[src/rtl/rf_write_scheduler_if.sv]
// Signal bundle between the scheduler and its neighbours: WB stage, MDU,
// decode and the register file write port.
interface rf_write_scheduler_if;
  logic        wb_valid;
  logic [4:0]  wb_rd;
  logic [31:0] wb_data;
  logic        mdu_valid;
  logic        mdu_ready;
  logic [4:0]  mdu_rd;
  logic [31:0] mdu_data;
  logic        issue_valid;
  logic [4:0]  issue_rd;
  logic [4:0]  rs1;
  logic [4:0]  rs2;
  logic        stall;
  logic        rf_write;
  logic [4:0]  rf_addr;
  logic [31:0] rf_data;
  logic        fwd1_valid;
  logic [31:0] fwd1_data;
  logic        fwd2_valid;
  logic [31:0] fwd2_data;

  modport master (
    output wb_valid, wb_rd, wb_data, mdu_valid, mdu_rd, mdu_data,
           issue_valid, issue_rd, rs1, rs2,
    input  mdu_ready, stall, rf_write, rf_addr, rf_data,
           fwd1_valid, fwd1_data, fwd2_valid, fwd2_data
  );

  modport slave (
    input  wb_valid, wb_rd, wb_data, mdu_valid, mdu_rd, mdu_data,
           issue_valid, issue_rd, rs1, rs2,
    output mdu_ready, stall, rf_write, rf_addr, rf_data,
           fwd1_valid, fwd1_data, fwd2_valid, fwd2_data
  );
endinterface

[src/rtl/rf_write_scheduler.sv]
// Shares the RF write port between WB (priority) and a 2-entry MDU result FIFO,
// and tracks MDU-pending registers for decode stall. Optional RFSCHED_FWD_EN forwards from the FIFO.
module rf_write_scheduler (
  input  logic clk,
  input  logic rst,
  rf_write_scheduler_if.slave bus
);
  typedef struct packed {
    logic [4:0]  rd;
    logic [31:0] data;
  } mdu_res_t;

  mdu_res_t [1:0] fifo_q, fifo_d;
  logic [1:0]     count_q, count_d;
  logic [31:0]    pend_q, pend_d;   // bit 0 held at zero so x0 never pends

  logic wb_grant, pop, push, mdu_ready, stall, widx;
  logic fwd1_valid, fwd2_valid;
  logic [31:0] fwd1_data, fwd2_data;

  always_comb begin
    mdu_ready = !rst && (count_q != 2'd2);
    wb_grant  = bus.wb_valid && (bus.wb_rd != 5'd0);
    pop       = !rst && !wb_grant && (count_q != 2'd0);
    push      = bus.mdu_valid && mdu_ready;

`ifdef RFSCHED_FWD_EN
    // Entry 1 is younger than entry 0 whenever both are occupied.
    fwd1_valid = 1'b0;
    fwd1_data  = '0;
    fwd2_valid = 1'b0;
    fwd2_data  = '0;
    if (!rst && bus.rs1 != 5'd0 && pend_q[bus.rs1]) begin
      if (count_q == 2'd2 && fifo_q[1].rd == bus.rs1) begin
        fwd1_valid = 1'b1;
        fwd1_data  = fifo_q[1].data;
      end else if (count_q != 2'd0 && fifo_q[0].rd == bus.rs1) begin
        fwd1_valid = 1'b1;
        fwd1_data  = fifo_q[0].data;
      end
    end
    if (!rst && bus.rs2 != 5'd0 && pend_q[bus.rs2]) begin
      if (count_q == 2'd2 && fifo_q[1].rd == bus.rs2) begin
        fwd2_valid = 1'b1;
        fwd2_data  = fifo_q[1].data;
      end else if (count_q != 2'd0 && fifo_q[0].rd == bus.rs2) begin
        fwd2_valid = 1'b1;
        fwd2_data  = fifo_q[0].data;
      end
    end
`else
    fwd1_valid = 1'b0;
    fwd1_data  = '0;
    fwd2_valid = 1'b0;
    fwd2_data  = '0;
`endif

    stall = !rst && (
              (bus.rs1 != 5'd0 && pend_q[bus.rs1] && !fwd1_valid) ||
              (bus.rs2 != 5'd0 && pend_q[bus.rs2] && !fwd2_valid) ||
              (bus.issue_valid && bus.issue_rd != 5'd0 && pend_q[bus.issue_rd]) ||
              (count_q == 2'd2));

    // Head is always entry 0; a pop shifts entry 1 down before the push lands.
    fifo_d  = fifo_q;
    count_d = count_q + {1'b0, push} - {1'b0, pop};
    widx    = (count_q == 2'd1) && !pop;
    if (pop)
      fifo_d[0] = fifo_q[1];
    if (push)
      fifo_d[widx] = '{rd: bus.mdu_rd, data: bus.mdu_data};

    pend_d = pend_q;
    if (pop)
      pend_d[fifo_q[0].rd] = 1'b0;
    if (bus.issue_valid && !stall && bus.issue_rd != 5'd0)
      pend_d[bus.issue_rd] = 1'b1;
    pend_d[0] = 1'b0;

    bus.rf_write = 1'b0;
    bus.rf_addr  = '0;
    bus.rf_data  = '0;
    if (!rst && wb_grant) begin
      bus.rf_write = 1'b1;
      bus.rf_addr  = bus.wb_rd;
      bus.rf_data  = bus.wb_data;
    end else if (pop) begin
      bus.rf_write = 1'b1;
      bus.rf_addr  = fifo_q[0].rd;
      bus.rf_data  = fifo_q[0].data;
    end

    bus.mdu_ready  = mdu_ready;
    bus.stall      = stall;
    bus.fwd1_valid = fwd1_valid;
    bus.fwd1_data  = fwd1_data;
    bus.fwd2_valid = fwd2_valid;
    bus.fwd2_data  = fwd2_data;
  end

  always_ff @(posedge clk) begin
    if (rst) begin
      fifo_q  <= '0;
      count_q <= '0;
      pend_q  <= '0;
    end else begin
      fifo_q  <= fifo_d;
      count_q <= count_d;
      pend_q  <= pend_d;
    end
  end
endmodule

[src/flat_wrapper.sv]
// flat-port wrapper written by rule: the top's interface ports become plain ports
module rf_write_scheduler_flat 
  (clk, rst, bus_wb_valid, bus_wb_rd, bus_wb_data, bus_mdu_valid, bus_mdu_rd, bus_mdu_data, bus_issue_valid, bus_issue_rd, bus_rs1, bus_rs2, bus_mdu_ready, bus_stall, bus_rf_write, bus_rf_addr, bus_rf_data, bus_fwd1_valid, bus_fwd1_data, bus_fwd2_valid, bus_fwd2_data);
  rf_write_scheduler_if bus_i ();
  input  logic clk;
  input  logic rst;
  input wire logic [$bits(bus_i.wb_valid)-1:0] bus_wb_valid;
  input wire logic [$bits(bus_i.wb_rd)-1:0] bus_wb_rd;
  input wire logic [$bits(bus_i.wb_data)-1:0] bus_wb_data;
  input wire logic [$bits(bus_i.mdu_valid)-1:0] bus_mdu_valid;
  input wire logic [$bits(bus_i.mdu_rd)-1:0] bus_mdu_rd;
  input wire logic [$bits(bus_i.mdu_data)-1:0] bus_mdu_data;
  input wire logic [$bits(bus_i.issue_valid)-1:0] bus_issue_valid;
  input wire logic [$bits(bus_i.issue_rd)-1:0] bus_issue_rd;
  input wire logic [$bits(bus_i.rs1)-1:0] bus_rs1;
  input wire logic [$bits(bus_i.rs2)-1:0] bus_rs2;
  output wire logic [$bits(bus_i.mdu_ready)-1:0] bus_mdu_ready;
  output wire logic [$bits(bus_i.stall)-1:0] bus_stall;
  output wire logic [$bits(bus_i.rf_write)-1:0] bus_rf_write;
  output wire logic [$bits(bus_i.rf_addr)-1:0] bus_rf_addr;
  output wire logic [$bits(bus_i.rf_data)-1:0] bus_rf_data;
  output wire logic [$bits(bus_i.fwd1_valid)-1:0] bus_fwd1_valid;
  output wire logic [$bits(bus_i.fwd1_data)-1:0] bus_fwd1_data;
  output wire logic [$bits(bus_i.fwd2_valid)-1:0] bus_fwd2_valid;
  output wire logic [$bits(bus_i.fwd2_data)-1:0] bus_fwd2_data;
  assign bus_i.wb_valid = bus_wb_valid;
  assign bus_i.wb_rd = bus_wb_rd;
  assign bus_i.wb_data = bus_wb_data;
  assign bus_i.mdu_valid = bus_mdu_valid;
  assign bus_i.mdu_rd = bus_mdu_rd;
  assign bus_i.mdu_data = bus_mdu_data;
  assign bus_i.issue_valid = bus_issue_valid;
  assign bus_i.issue_rd = bus_issue_rd;
  assign bus_i.rs1 = bus_rs1;
  assign bus_i.rs2 = bus_rs2;
  assign bus_mdu_ready = bus_i.mdu_ready;
  assign bus_stall = bus_i.stall;
  assign bus_rf_write = bus_i.rf_write;
  assign bus_rf_addr = bus_i.rf_addr;
  assign bus_rf_data = bus_i.rf_data;
  assign bus_fwd1_valid = bus_i.fwd1_valid;
  assign bus_fwd1_data = bus_i.fwd1_data;
  assign bus_fwd2_valid = bus_i.fwd2_valid;
  assign bus_fwd2_data = bus_i.fwd2_data;
  rf_write_scheduler u_core (.clk(clk), .rst(rst), .bus(bus_i));
endmodule
[config.mk]
export PLATFORM = sky130hd
export DESIGN_NAME = rf_write_scheduler_flat
export DESIGN_NICKNAME = d
export VERILOG_FILES = /design/src/rtl/rf_write_scheduler_if.sv /design/src/rtl/rf_write_scheduler.sv /design/src/flat_wrapper.sv
export SDC_FILE = /design/constraint.sdc
export NUM_CORES = 1
export LEC_CHECK = 0
export ABC_AREA = 1
export CAP_MARGIN = 20
export CORE_UTILIZATION = 40
export DETAILED_ROUTE_END_ITERATION = 8
export GPL_TIMING_DRIVEN = 0
export MAX_ROUTING_LAYER = met4
export PLACE_DENSITY = 0.65
export SLEW_MARGIN = 20
export SYNTH_ARGS = -nofsm -noshare
export SYNTH_HDL_FRONTEND = slang
export SYNTH_SLANG_ARGS = --single-unit
[constraint.sdc]
create_clock -name clk -period 9.1 [get_ports clk]
set_input_delay 2.73 -clock clk [delete_from_list [all_inputs] [get_ports clk]]
set_output_delay 2.73 -clock clk [all_outputs]
set_load 0.02 [all_outputs]
* After elaboration in Yosys (flattened, before gate mapping)
Cells that the tools add are included. W data, S select, Z words.
Storage, ports and cells: output and inout port bits 106, logic and storage cells 75, input port bits 94, bits in registers 108
Operators by class: reduce and logical (&&, ||, !) cells 29, order comparisons 8, equal/unequal tests 3, add/sub/neg operators 2, multiplexer cells 23, bitwise operators 3
Operators by type and width (count):
- $mux W32 | 4
- $mux W37 | 3
- $bwmux W74 | 1
- $demux W37 S1 | 1
- $and A32 B32 Y32 | 1
- $not A32 Y32 | 1
- $or A32 B32 Y32 | 1
- $lt A5 B6 Y1 const B | 4
- $reduce_bool A5 Y1 | 4
- $logic_and A1 B1 Y1 | 17
- $bmux W1 S5 | 3
- $demux W1 S5 | 2
- $ge A5 B1 Y1 const B | 2
- $mux W5 | 2
- $mux W1 | 7
- $logic_not A1 Y1 | 4
- $logic_or A1 B1 Y1 | 3
- $add A2 B1 Y2 | 1
- $eq A2 B1 Y1 const B | 1
- $eq A2 B2 Y1 const B | 1
- $lt A1 B2 Y1 const B | 1
- $ne A2 B2 Y1 const B | 1
- $reduce_bool A2 Y1 | 1
- $sub A2 B1 Y2 | 1
- $ge A1 B1 Y1 const B | 1

* Depth between registers and ports, before layout
word-level depth 13, mapped depth 17, mapped depth without buffers 16

* Least setup slack after synthesis
No wires, ideal clock.
path type input to output, start point in bus_rs1[0], end point out bus_stall, stages 14, arrival 4.032 ns, path buffers 2, setup slack 2.338 ns, required time 6.370 ns, cell sequence buf_2 inv_2 nor2_1 nand2_1 nand2_1 nand2_1 nand3_1 nand2_1 nor2_1 a21oi_2 nand2_1 nand2_4 buf_8 inv_1
Between the ends: longest elaborated chain between the ends 7, elaborated cells between the ends (all ways) 8, those cells by class mux (2); reduce/logical (6)
RTL lines:
- start: declaration | RTL line flat_wrapper.sv:15 | input wire logic [$bits(bus_i.rs1)-1:0] bus_rs1;
- $bmux W1 S5 | RTL line rf_write_scheduler.sv:59 | (bus.rs1 != 5'd0 && pend_q[bus.rs1] && !fwd1_valid) ||
- $mux W1 (implied by the code) | RTL line rf_write_scheduler.sv:59
- $logic_and A1 B1 Y1 * | RTL line rf_write_scheduler.sv:59
- $logic_or A1 B1 Y1 * | RTL line rf_write_scheduler.sv:59
- $logic_or A1 B1 Y1 * | RTL line rf_write_scheduler.sv:60 | (bus.rs2 != 5'd0 && pend_q[bus.rs2] && !fwd2_valid) ||
- $logic_or A1 B1 Y1 * | RTL line rf_write_scheduler.sv:61 | (bus.issue_valid && bus.issue_rd != 5'd0 && pend_q[bus.issue_rd]) ||
- $logic_and A1 B1 Y1 * | RTL line rf_write_scheduler.sv:58 | stall = !rst && (
- end: declaration | RTL line flat_wrapper.sv:18 | output wire logic [$bits(bus_i.stall)-1:0] bus_stall;
Mark *: on every way between the ends. The rest lies on a longest branch, timed or not. The select of a mux whose other input is x is not followed.

* Worst setup path in the final report
start point in bus_wb_rd[2], end point out bus_rf_data[22]
Between the ends: longest elaborated chain between the ends 7, elaborated cells between the ends (all ways) 8, those cells by class mux (2); reduce/logical (6)
RTL lines:
- start: declaration | RTL line flat_wrapper.sv:8 | input wire logic [$bits(bus_i.wb_rd)-1:0] bus_wb_rd;
- $reduce_bool A5 Y1 * | RTL line rf_write_scheduler.sv:23 | wb_grant = bus.wb_valid && (bus.wb_rd != 5'd0);
- $logic_and A1 B1 Y1 * | RTL line rf_write_scheduler.sv:23
- $logic_not A1 Y1 | RTL line rf_write_scheduler.sv:24 | pop = !rst && !wb_grant && (count_q != 2'd0);
- $logic_and A1 B1 Y1 (2 in a row) | RTL line rf_write_scheduler.sv:24
- $mux W32 | RTL line rf_write_scheduler.sv:87 | end else if (pop) begin
- $mux W32 * | RTL line rf_write_scheduler.sv:83 | if (!rst && wb_grant) begin
- end: declaration | RTL line flat_wrapper.sv:21 | output wire logic [$bits(bus_i.rf_data)-1:0] bus_rf_data;
Mark *: on every way between the ends. The rest lies on a longest branch, timed or not.

==> summary.md <==
| Metric | Value |
|---|---|
| Avg Cell Area, Syn | `6.83 um^2` |
| Pwr/cell area | `148 nW/um^2` |
| Final hold slack | `446 ps` |
| DRC Markers | `0` |
| Die X | `132 um` |
| Placer Congestion | `0.935` |
| Skew-Pair Late Insertion Delay | `360 ps` |
| Fin crit period | `8080 ps` |
| Number of flops mapped to enable cells by yosys | `0` |
| Routed wire length | `21500 um` |
| Worst relative slew slack | `0.506` |
| Critical path startpoint category | `input pin` |
| Detailed-route via count | `7092` |
| Maximum vdd drop | `0.0879 mV` |
| Most common cell in the netlist | `nand2_1` |
| Critical path peak fanout | `10` |
| FF-to-FF End | `u_core.count_q[1]` |
| First-pass GRT wire length | `34000 um` |
| Hold_buf cts | `0` |
| Simple-gate share of the synthesized area | `0.235` |
| Filler Cells Inserted | `1679` |
| Maximum number of pins on one net before global-route repair | `19` |
| Cells after Synth | `995` |
| Ranking of synthesized cells by area | `dfxtp_1, nand2_1, o21ai_0` |
| Synthesis-stage register bit count | `107` |
| Top post-synthesis cells by count | `nand2_1, o21ai_0, dfxtp_1, inv_1, a21oi_1` |
| I/O pins | `200` |
| Post-synthesis adder-cell area fraction | `0.00368` |
| Worst endpoint required time | `6370 ps` |
| Fin. Hold Viols | `0` |
| Max Clk Rate | `124 MHz` |
| Complex-gate fraction of the synthesized area | `0.264` |
| # rows | `47` |
| Die Y | `132 um` |
| Outcome | `completed` |
| Post-CTS setup buffer count | `0` |
| Vias in the first global route | `6583` |
| Die area | `17500 um^2` |
| DRT antenna net count | `0` |
| Effective utilization at floorplan | `0.410` |
| CP Launch Point | `bus_wb_rd[2]` |
| # setup viols final | `0` |
| Via-to-Cell Ratio | `4.98` |
| Net Sw Power | `0.435 mW` |
| Antenna diode count | `0` |
| Mux contribution to synthesized area | `0` |
| GRT Total Usage | `0.253` |
| Flop pwr share | `0.409` |
| Slew @ Worst Pin | `741 ps` |
| Kind of critical path | `in2out` |
| Critical Path End Type | `output port` |
| Synth async-reset ratio | `0` |
| WHS Path Cells | `2` |
| Placed insts | `1409` |
| Drt initial violations | `465` |
| Ys Warns | `0` |
| Post_cts resized | `0` |
| Sequential share of the synthesized area | `0.315` |
| H-tree levels | `3` |
| Main synth FF type | `dfxtp_1` |
| Flop2flop setup slack | `6740 ps` |
| DR WL/cell | `15.1 um` |
| Worst setup margin | `1020 ps` |
| Synth Cell Area | `6800 um^2` |
| Pre-Repair DR Iteration Count | `7` |
| Main combinational cell family by area after synthesis | `compound AO/OA/AOI/OAI gates` |
| Sw Ratio | `0.330` |
| Setup TNS | `0 ps` |
| DPL Wire Length | `16600 um` |
| Clock root buffer | `clkbuf_16` |
| Synth Area in XOR/XNOR | `0.00129` |
| CTS clk-pin slew, worst paths | `70 ps` |
| GRT overflow | `0` |
| Place WS | `1080 ps` |
| Nets | `1296` |
| CP Data Arrival Time | `5350 ps` |
| Comb pwr share | `0.275` |
| Max Slew Vio Count | `0` |
| Port buffer count | `129` |
| Int Power | `0.882 mW` |
| R2r worst-path depth | `10` |
| Worst setup endpoint | `bus_rf_data[22]` |
| Top cell type's share of synthesized area | `0.315` |
| RSZ-0062 raised after global routing | `no` |
| Core area | `16600 um^2` |
| Initial antenna violation count | `0` |
| Maxcap violations | `0` |
| CTS buffer count | `9` |
| Clock power frac | `0.316` |
| Worst hold-check path type | `reg2reg` |
| Clock sink count | `107` |
| CTS Buffer Depth | `2` |
| Clock skew | `8.69 ps` |
| Layout cell share with drive strength beyond 1 | `0.152` |
| Final period util | `0.888` |
| Post-Layout Cell Count | `1425` |
| Area Growth Syn to Fin | `31.2%` |
| Post-synthesis cell type count | `31` |
| CTS tree | `yes` |
| Leak | `3.57 nW` |
| Critical register-to-register path startpoint | `u_core.count_q[1]` |
| Cell taking the most area after synthesis | `dfxtp_1` |
==> cell usage in the layout, fill, tap and decap left out, types with 3 or more instances in the layout <==
| master | count |
|---|---|
| nand2_1 | 209 |
| o21ai_0 | 132 |
| clkdlybuf4s50_1 | 129 |
| dfxtp_1 | 107 |
| inv_1 | 90 |
| a21oi_1 | 81 |
| buf_4 | 72 |
| conb_1 | 66 |
| nor2_1 | 49 |
| nand3_1 | 49 |
| a32o_1 | 32 |
| a21oi_2 | 30 |
| nand3_2 | 29 |
| clkbuf_1 | 28 |
| buf_2 | 19 |
| o21ai_1 | 18 |
| nor3_1 | 10 |
| clkbuf_16 | 9 |
| inv_2 | 8 |
| buf_1 | 6 |
| clkinv_1 | 3 |
| buf_6 | 3 |
| inv_6 | 3 |
| buf_8 | 3 |
==> critical path: stages <==
cell,delay (ps)
clkdlybuf4s50_1,420
nor3_1,210
nand3_1,90
nand2_1,130
o211ai_1,130
inv_2,80
buf_2,240
buf_1,480
a32o_1,240
clkdlybuf4s50_1,610
==> cells by family (layout without fill, tap and decap cells) <==
group,count (synthesis),in the layout
AND/OR/NAND/NOR,351,351
AO/OA/AOI/OAI,300,300
buffers and inverters,233,378
flip-flops,107,107
adder cells (fa/ha/maj),2,2
other,1,66
XOR/XNOR,1,1
==> metal layers <==
layer,global-route usage,wire length [um],part of all wire,up-vias
met3,0.0319,1160,0.054,41
met4,0.102,562,0.026,0
met5,-,0,0,-
li1,-,-,-,3590
met2,0.413,10200,0.47,246
met1,0.316,9570,0.45,3215
==> how the worst min path moves through the flow <==
stage	startpoint	end
after global routing	u_core.fifo_q[61]	u_core.fifo_q[61]
final	u_core.fifo_q[70]	u_core.fifo_q[70]
after floorplan	u_core.fifo_q[69]	u_core.fifo_q[69]
after global placement	u_core.fifo_q[70]	u_core.fifo_q[70]
after detailed placement	u_core.fifo_q[70]	u_core.fifo_q[70]
after CTS	u_core.fifo_q[70]	u_core.fifo_q[70]
==> through the flow <==
stage / util / instance area (um^2) / total power [mW]
5_1_grt: 0.538 / 8920 / 1.38
6_report: 0.538 / 8920 / 1.32
3_5_place_dp: 0.519 / 8610 / 0.909
3_3_place_gp: 0.519 / 8610 / 0.908
4_1_cts: 0.538 / 8920 / 1.32
2_1_floorplan: - / 7040 / 0.777
==> sequential cells by signal, indices dropped and copies added (netlist names) <==
register and count:
u_core.pend_q 31, u_core.count_q 2, u_core.fifo_q 74
==> final cells by class <==
cell class	instances	area [um^2]	area share
Tap cell	220	275	0.0309
Multi-Input combinational cell	720	3670	0.411
Clock inverter	6	71.3	0.00800
Clock buffer	10	239	0.0268
Sequential cell	107	2140	0.240
Inverter	102	388	0.0435
Timing Repair Buffer	129	1290	0.145
Buffer	131	842	0.0944
==> power by group through the flow <==
| stage | Combinational [mW] | Sequential [mW] | Clock, mW |
|---|---|---|---|
| after floorplan | 0.239 | 0.538 | 0 |
| after detailed placement | 0.360 | 0.549 | 0 |
| after global placement | 0.359 | 0.549 | 0 |
| after global routing | 0.399 | 0.544 | 0.437 |
| final | 0.363 | 0.539 | 0.416 |
| after CTS | 0.361 | 0.539 | 0.421 |
No activity file was read; power rests on OpenSTA's default activity.
